<file path="config.mk">
export PLATFORM = sky130hd
export DESIGN_NAME = peripheral_dbg_pu_riscv_jsp_apb4_poller_flat
export DESIGN_NICKNAME = d
export VERILOG_FILES = /design/src/rtl/peripheral_dbg_pu_riscv_jsp_apb4_poller_if.sv /design/src/rtl/peripheral_dbg_pu_riscv_jsp_apb4_poller.sv /design/src/flat_wrapper.sv
export SDC_FILE = /design/constraint.sdc
export NUM_CORES = 1
export LEC_CHECK = 0
export ABC_AREA = 1
export CAP_MARGIN = 5
export CORE_UTILIZATION = 40
export DETAILED_ROUTE_END_ITERATION = 7
export HOLD_SLACK_MARGIN = 0.05
export PLACE_DENSITY = 0.75
export REMOVE_ABC_BUFFERS = 1
export SLEW_MARGIN = 25
export SYNTH_ARGS = -nofsm -noshare
export SYNTH_HDL_FRONTEND = slang
export SYNTH_SLANG_ARGS = --single-unit
</file>
<file path="constraint.sdc">
create_clock -name PCLK -period 1.9 [get_ports PCLK]
set_clock_uncertainty 0.1 [all_clocks]
set_input_delay 0.285 -clock PCLK [delete_from_list [all_inputs] [get_ports PCLK]]
set_output_delay 0.285 -clock PCLK [all_outputs]
set_load 0.01 [all_outputs]
</file>
<file path="src/rtl/peripheral_dbg_pu_riscv_jsp_apb4_poller_if.sv">
// APB4 bus between the JSP poller (master) and the JSP BIU (slave).
interface peripheral_dbg_pu_riscv_jsp_apb4_poller_if;
   logic       PSEL;
   logic       PENABLE;
   logic       PWRITE;
   logic [2:0] PADDR;
   logic [7:0] PWDATA;
   logic [7:0] PRDATA;
   logic       PREADY;
   logic       PSLVERR;

   modport master (
      output PSEL, PENABLE, PWRITE, PADDR, PWDATA,
      input  PRDATA, PREADY, PSLVERR
   );

   modport slave (
      input  PSEL, PENABLE, PWRITE, PADDR, PWDATA,
      output PRDATA, PREADY, PSLVERR
   );
endinterface

</file>
<file path="src/rtl/peripheral_dbg_pu_riscv_jsp_apb4_poller.sv">
// APB4 master that polls the JSP BIU LSR and moves bytes to/from rx/tx streams.
// Define JSP_POLLER_INT_EN to poll only on int_i, tx request or rx drain (gap then only rate-limits).
module peripheral_dbg_pu_riscv_jsp_apb4_poller #(
   parameter int unsigned POLL_GAP = 4
) (
   input  logic                                             PCLK,
   input  logic                                             PRESETn,
   peripheral_dbg_pu_riscv_jsp_apb4_poller_if.master        apb,
   input  logic                                             int_i,
   output logic [7:0]                                       rx_data_o,
   output logic                                             rx_valid_o,
   input  logic                                             rx_ready_i,
   input  logic [7:0]                                       tx_data_i,
   input  logic                                             tx_valid_i,
   output logic                                             tx_ready_o,
   output logic                                             err_o
);
   localparam int unsigned     CNT_W     = 8;
   localparam int unsigned     DATA_W    = 8;
   localparam logic [CNT_W-1:0] GAP_INIT = CNT_W'(POLL_GAP);
   localparam logic [2:0]      ADDR_DATA = 3'h0;
   localparam logic [2:0]      ADDR_LSR  = 3'h5;

   typedef enum logic [2:0] {
      IDLE  = 3'd0,
      LSR_S = 3'd1,
      LSR_A = 3'd2,
      RD_S  = 3'd3,
      RD_A  = 3'd4,
      WR_S  = 3'd5,
      WR_A  = 3'd6
   } state_e;

   state_e              state_q, state_d;
   logic [CNT_W-1:0]    cnt_q, cnt_d;
   logic                psel_q, psel_d;
   logic                penable_q, penable_d;
   logic                pwrite_q, pwrite_d;
   logic [2:0]          paddr_q, paddr_d;
   logic [DATA_W-1:0]   pwdata_q, pwdata_d;
   logic [DATA_W-1:0]   rx_data_q, rx_data_d;
   logic                rx_valid_q, rx_valid_d;
   logic                err_q, err_d;
   logic                drain;
   logic                poll_go;

   assign drain = rx_valid_q && rx_ready_i;

`ifdef JSP_POLLER_INT_EN
   logic drained_q, drained_d;

   // Event-driven polling; the gap counter only enforces a minimum spacing.
   assign poll_go = (cnt_q <= CNT_W'(1)) && (int_i || tx_valid_i || drained_q);

   always_comb begin
      drained_d = drained_q;
      if (drain)
         drained_d = 1'b1;
      else if ((state_q == IDLE) && poll_go)
         drained_d = 1'b0;
   end

   always_ff @(posedge PCLK or negedge PRESETn) begin
      if (!PRESETn) drained_q <= 1'b0;
      else          drained_q <= drained_d;
   end
`else
   logic unused_int;
   assign unused_int = int_i;

   assign poll_go = tx_valid_i || (cnt_q <= CNT_W'(1));
`endif

   // Next state, counter, buffers; bus outputs are registered from the next state.
   always_comb begin
      state_d    = state_q;
      cnt_d      = GAP_INIT;
      pwdata_d   = pwdata_q;
      rx_data_d  = rx_data_q;
      rx_valid_d = rx_valid_q;
      err_d      = 1'b0;
      tx_ready_o = 1'b0;

      if (drain)
         rx_valid_d = 1'b0;

      case (state_q)
         IDLE: begin
            cnt_d = (cnt_q > CNT_W'(1)) ? cnt_q - CNT_W'(1) : cnt_q;
            if (poll_go) begin
               state_d = LSR_S;
               cnt_d   = GAP_INIT;
            end
         end
         LSR_S: state_d = LSR_A;
         LSR_A: begin
            if (apb.PREADY) begin
               if (apb.PSLVERR) begin
                  err_d   = 1'b1;
                  state_d = IDLE;
               end else if (apb.PRDATA[0] && !rx_valid_q) begin
                  state_d = RD_S;
               end else if (apb.PRDATA[5] && tx_valid_i) begin
                  state_d  = WR_S;
                  pwdata_d = tx_data_i;
               end else begin
                  state_d = IDLE;
               end
            end
         end
         RD_S: state_d = RD_A;
         RD_A: begin
            if (apb.PREADY) begin
               state_d = IDLE;
               if (apb.PSLVERR) begin
                  err_d = 1'b1;
               end else begin
                  rx_data_d  = apb.PRDATA;
                  rx_valid_d = 1'b1;
               end
            end
         end
         WR_S: state_d = WR_A;
         WR_A: begin
            if (apb.PREADY) begin
               state_d = IDLE;
               if (apb.PSLVERR) err_d      = 1'b1;
               else             tx_ready_o = 1'b1;
            end
         end
         default: state_d = IDLE;
      endcase

      psel_d    = (state_d != IDLE);
      penable_d = (state_d inside {LSR_A, RD_A, WR_A});
      pwrite_d  = (state_d inside {WR_S, WR_A});
      paddr_d   = (state_d inside {LSR_S, LSR_A}) ? ADDR_LSR : ADDR_DATA;
   end

   always_ff @(posedge PCLK or negedge PRESETn) begin
      if (!PRESETn) begin
         state_q    <= IDLE;
         cnt_q      <= GAP_INIT;
         psel_q     <= 1'b0;
         penable_q  <= 1'b0;
         pwrite_q   <= 1'b0;
         paddr_q    <= 3'h0;
         pwdata_q   <= '0;
         rx_data_q  <= '0;
         rx_valid_q <= 1'b0;
         err_q      <= 1'b0;
      end else begin
         state_q    <= state_d;
         cnt_q      <= cnt_d;
         psel_q     <= psel_d;
         penable_q  <= penable_d;
         pwrite_q   <= pwrite_d;
         paddr_q    <= paddr_d;
         pwdata_q   <= pwdata_d;
         rx_data_q  <= rx_data_d;
         rx_valid_q <= rx_valid_d;
         err_q      <= err_d;
      end
   end

   assign apb.PSEL    = psel_q;
   assign apb.PENABLE = penable_q;
   assign apb.PWRITE  = pwrite_q;
   assign apb.PADDR   = paddr_q;
   assign apb.PWDATA  = pwdata_q;
   assign rx_data_o   = rx_data_q;
   assign rx_valid_o  = rx_valid_q;
   assign err_o       = err_q;
endmodule
</file>
<file path="src/flat_wrapper.sv">
// flat-port wrapper written by rule: the top's interface ports become plain ports
module peripheral_dbg_pu_riscv_jsp_apb4_poller_flat 
#(
   parameter int unsigned POLL_GAP = 4
)
  (PCLK, PRESETn, int_i, rx_data_o, rx_valid_o, rx_ready_i, tx_data_i, tx_valid_i, tx_ready_o, err_o, apb_PSEL, apb_PENABLE, apb_PWRITE, apb_PADDR, apb_PWDATA, apb_PRDATA, apb_PREADY, apb_PSLVERR);
  peripheral_dbg_pu_riscv_jsp_apb4_poller_if apb_i ();
  input  logic PCLK;
  input  logic PRESETn;
  input  logic int_i;
  output logic [7:0] rx_data_o;
  output logic rx_valid_o;
  input  logic rx_ready_i;
  input  logic [7:0] tx_data_i;
  input  logic tx_valid_i;
  output logic tx_ready_o;
  output logic err_o;
  output wire logic [$bits(apb_i.PSEL)-1:0] apb_PSEL;
  output wire logic [$bits(apb_i.PENABLE)-1:0] apb_PENABLE;
  output wire logic [$bits(apb_i.PWRITE)-1:0] apb_PWRITE;
  output wire logic [$bits(apb_i.PADDR)-1:0] apb_PADDR;
  output wire logic [$bits(apb_i.PWDATA)-1:0] apb_PWDATA;
  input wire logic [$bits(apb_i.PRDATA)-1:0] apb_PRDATA;
  input wire logic [$bits(apb_i.PREADY)-1:0] apb_PREADY;
  input wire logic [$bits(apb_i.PSLVERR)-1:0] apb_PSLVERR;
  assign apb_PSEL = apb_i.PSEL;
  assign apb_PENABLE = apb_i.PENABLE;
  assign apb_PWRITE = apb_i.PWRITE;
  assign apb_PADDR = apb_i.PADDR;
  assign apb_PWDATA = apb_i.PWDATA;
  assign apb_i.PRDATA = apb_PRDATA;
  assign apb_i.PREADY = apb_PREADY;
  assign apb_i.PSLVERR = apb_PSLVERR;
  peripheral_dbg_pu_riscv_jsp_apb4_poller #(.POLL_GAP(POLL_GAP)) u_core (.PCLK(PCLK), .PRESETn(PRESETn), .apb(apb_i), .int_i(int_i), .rx_data_o(rx_data_o), .rx_valid_o(rx_valid_o), .rx_ready_i(rx_ready_i), .tx_data_i(tx_data_i), .tx_valid_i(tx_valid_i), .tx_ready_o(tx_ready_o), .err_o(err_o));
endmodule
</file>
## Word level (Yosys, flattened, before mapping)

Index checks and enable logic that the tools add are counted.

| operators by class | value |
|---|---|
| add/sub/neg operators | 1 |
| bitwise logic cells | 2 |
| multiplexer cells | 21 |
| reduce and logical (&&, ||, !) cells | 14 |
| order comparisons | 2 |
| eq/ne operators | 12 |

Operators with widths:

| cell | number |
|---|---|
| two-way mux 8 bit | 3 |
| two-way mux 3 bit | 7 |
| == test 3 bit, second input constant | 6 |
| case mux 3 bit (6 select lines) | 1 |
| two-way mux 1 bit | 10 |
| == test 3 x 2 -> 1 bit, second input constant | 3 |
| greater-than comparator 8 x 1 -> 1 bit, second input constant | 1 |
| <= comparator 8 x 1 -> 1 bit, second input constant | 1 |
| subtractor 8 x 1 -> 8 bit, second input constant | 1 |
| == test 3 x 1 -> 1 bit, second input constant | 2 |
| nonzero test 3 bit | 2 |
| AND reduction 5 bit | 1 |
| nonzero test 2 bit | 2 |
| logical AND 1 bit | 3 |
| zero test 3 bit | 1 |
| inequality test 3 x 1 -> 1 bit, second input constant | 1 |
| AND reduction 3 bit | 1 |
| OR reduction 3 bit | 1 |
| NOT 1 bit | 2 |
| OR reduction 2 bit | 1 |
| zero test 1 bit | 1 |
| logical OR 1 bit | 1 |

| word-level totals | value |
|---|---|
| input port bits | 23 |
| register bits | 35 |
| output and inout bits | 25 |
| logic and storage cells | 62 |

## Longest topological paths before layout

| depth | value |
|---|---|
| word-level depth | 9 |
| gate-level depth with buffers | 9 |
| mapped depth without buffers | 9 |

## Worst setup path before layout

Ideal clock, no wire load.

| timing | value |
|---|---|
| path kind | reg-to-reg |
| from | register u_core.state_q[0] |
| to | register u_core.pwdata_q[7] (netlist: u_core.apb.PWDATA[7]) |
| buffers on the path | 1 |
| period minus slack after synthesis | 1,319 ps |
| data required time | 1,682 ps |
| data arrival time | 1,101 ps |
| setup slack | 581 ps |
| cell stages (with the launch flop) | 8 |
| path through | dfrtp_1 inv_2 nand2_2 nor2_4 nand3_4 buf_6 nand2_1 o21ai_2 |

| between the ends | value |
|---|---|
| longest elaborated chain between the ends | 2 |

Ends and longest elaborated chain:

| what | RTL line | text |
|---|---|---|
| from (decl) | peripheral_dbg_pu_riscv_jsp_apb4_poller.sv:34 | `state_e state_q, state_d;` |
| from (signal assigned) | peripheral_dbg_pu_riscv_jsp_apb4_poller.sv:153 | `state_q <= state_d;` |
| == test 3 x 2 -> 1 bit | peripheral_dbg_pu_riscv_jsp_apb4_poller.sv:87 | `case (state_q)` |
| AND reduction 5 bit (no source line) | - |  |
| to (signal assigned) | peripheral_dbg_pu_riscv_jsp_apb4_poller.sv:159 | `pwdata_q <= pwdata_d;` |
| to (decl) | peripheral_dbg_pu_riscv_jsp_apb4_poller.sv:40 | `logic [DATA_W-1:0] pwdata_q, pwdata_d;` |

Every way passes these cells.
A chain may end at the register's enable or synchronous reset.

## Worst setup path after layout

| timing | value |
|---|---|
| from | register u_core.state_q[0] |
| to | output tx_ready_o |

| between the ends | value |
|---|---|
| longest elaborated chain between the ends | 2 |

Ends and longest elaborated chain:

| what | RTL line | text |
|---|---|---|
| == test 3 bit | peripheral_dbg_pu_riscv_jsp_apb4_poller.sv:87 |  |
| two-way mux 1 bit | peripheral_dbg_pu_riscv_jsp_apb4_poller.sv:87 |  |
| to (decl) | flat_wrapper.sv:16 | `output logic tx_ready_o;` |

Every way passes these cells.

==> flow_summary.toml <==
[place]
dp_hpwl_mm = 2.06
gp_congestion = 0.819
place.port_buffers = 45
dp_cells = 271
place_worst_setup_slack_ns = -0.0511

[critical_path]
crit_type = "flip-flop to primary output"
crit_path_max_fanout = 5
slowest_delay_ns = 0.43
crit_family = "flip-flops"
critical_path_required_ns = 1.51
path_buf_inv = 2
cp-start-kind = "flip-flop"
endpoint_kind = "primary output"
crit_arrival_ns = 1.39
path_cells = "inv_2 -> nand2_2 -> nor3_1 -> dlygate4sd2_1"
crit_slowest_cell = "dfrtp_1"

[clock_tree]
htree_levels = 2
clockRootBuffer = "clkbuf_8"
post_cts_buffers = 0
cts.clk_slew.worst_paths_ns = 0.07
clock-sinks = 33
cts_tree = "built"
clock_latency_ns = 0.28
cts_buffer_depth = 2
cts-buffers-inserted = 5

[sta]
period_share_pct = 93.3
setup_slack_ns = 0.126
setup_viol = 0
layout_min_cycle_time_ns = 1.77
finalHoldViolations = 0
finalSetupTns_ns = 0
holdWs_ns = 0.361
slew_viol_final = 0
fmax_mhz = 564
rsz0062_at_grt = "no"

[routing]
antenna_left = 0
drt_iter0_drc = 31
vias = 1215
viasPerCell = 4.34
drc = 0
drt-total-wl_mm = 2.78
wl_per_cell_um = 9.91
first_pass_iters = 4

[synthesis]
synth_top_cell_by_area = "dfrtp_1"
async_reset_ff_share_pct = 100
synth_area_leaders = "dfrtp_1 (51%), nand2_1 (8.8%), inv_1 (8.6%)"
yosysSeqAreaShare_pct = 52.6
yosys_warnings = 0
postSynthAreaPerCell_um2 = 8.99
synth_cell_types = 27
syn-instance-count = 175
yosys.area.top_type_share_pct = 50.9
syn_area_mm2 = 0.00157
ys_seq_elements = 33
synth_common_cells = "nand2_1 (37), inv_1 (36), dfrtp_1 (32), nor2_1 (15), o21ai_0 (10)"
synth.most_common_cell = "nand2_1"
synth_edf_count = 0
synth_flop_cell = "dfrtp_1"

[global_routing]
grt_max_degree = 34
antenna_found_initial = 0
grt_pass1_wl_mm = 4.93
grt_use_total_pct = 16.0
grt_overflow = 0
grt_pass1_vias = 1157

[die]
die_w_um = 64.7
rows = 22
coreArea_mm2 = 0.00372
io_pins = 48
start_util_pct = 42.3
dieArea_mm2 = 0.00419
fp.dieH_um = 64.7

[finish]
drive_gt1_share_pct = 16.4
syn_to_final_growth_pct = 39.9
fin_cells = 280
antennaDiodeCount = 0
fillers = 353
final_nets = 256

[pwr]
p_leak_nw = 1.10
p_total_w = 0.00290
p_per_area_mw_per_mm2 = 1320
peakVddDrop_v = 0.000718

[run]
maxCapViolations = 0

[outcome]
outcome = "finished, final reports clean"

[worst_hold_path]
min-delay-path-class = "flip-flop to flip-flop"
-- per-stage QoR --
step           cell area, µm²  util, %
2_1_floorplan            1540        -
3_3_place_gp             2110     56.7
3_5_place_dp             2110     56.7
4_1_cts                  2200     59.2
5_1_grt                  2200     59.2
6_report                 2200     59.2
-- placed cells by master (no fill, tap or decap), types with 2 or more instances in the layout --
master           instances
nand2_1                 37
o21ai_0                 10
xor2_1                   4
a21oi_1                  2
o21ai_2                  9
nor2_4                   2
a21oi_2                  2
clkinv_2                 2
clkbuf_8                 5
clkdlybuf4s50_1         43
buf_4                    6
dfrtp_1                 32
ha_1                     2
nor3_1                   2
nand3_1                  5
inv_1                   36
nor2_1                  15
nand2_2                  2
-- cells by family after synthesis --
kind of cell / synth area share, %
xor+xnor: 2.23
other cells: 0.238
buf+inv: 11.2
fa+ha+maj: 1.59
compound gates: 10.7
flops: 52.6
simple gates: 21.5
-- registers in the layout, indices dropped and copies added (netlist names) --
name / flops
u_core.apb.PWDATA: 8
u_core.cnt_q: 8
u_core.rx_data_o: 8
u_core.state_q: 3
u_core.apb.PADDR: 1
u_core.apb.PENABLE: 1
u_core.apb.PSEL: 1
u_core.apb.PWRITE: 1
u_core.err_o: 1
u_core.rx_valid_o: 1
-- power breakdown --
group	switching, W	internal [W]	leakage, nW
clock network	0.000255	0.000252	0.0439
logic	0.000633	0.000649	0.622
registers	0.000141	0.000965	0.434
total	0.00103	0.00187	1.10
-- worst reg2reg max path, delay by kind of cell, from the launching register on --
| kind | cells | cell delay (ns) |
|---|---|---|
| simple gates | 6 | 0.54 |
| buf+inv | 2 | 0.20 |
| fa+ha+maj | 1 | 0.22 |
| flops | 1 | 0.37 |
-- area by class of cell --
type                    instances  area (µm²)  area share, %
well taps                      48        60.1           2.73
inverters                      37         139           6.31
flip-flops and latches         33         827           37.6
clock inverters                 3        17.5          0.796
multi-input cells             101         569           25.9
repair buffers                 53         519           23.6
clock buffers                   5        68.8           3.13
-- metal layers --
| layer | GRT usage [%] | routed length, µm | vias up |
|---|---|---|---|
| met5 | 0 | 0 | - |
| met4 | 6.67 | 52 | 0 |
| met3 | 6.51 | 176 | 5 |
| met2 | 25.3 | 1290 | 36 |
| met1 | 19.1 | 1260 | 532 |
| li1 | - | - | 642 |
-- final timing paths --
| check | slack [ns] | depth (start not counted) | to | startpoint |
|---|---|---|---|---|
| worst max register to register | 0.41 | 9 | u_core.cnt_q[7] | u_core.cnt_q[0] |
| worst min-delay path | 0.36 | 1 | u_core.cnt_q[0] | u_core.cnt_q[0] |
| max in group asynchronous | 0.92 | 3 | u_core.cnt_q[2] | PRESETn |
| worst max-delay path | 0.13 | 4 | tx_ready_o | u_core.state_q[0] |
| worst min register to register | 0.36 | 1 | u_core.cnt_q[0] | u_core.cnt_q[0] |
| min in group asynchronous | 0.44 | 3 | u_core.cnt_q[1] | PRESETn |
-- what timing repair did --
item	4_1_cts	5_1_grt
hold buffers	1	0
resized for setup	1	0
setup endpoints to repair	1	0
endpoints found under the hold margin	32	0
Note: power is estimated with default switching activity, not from simulation.
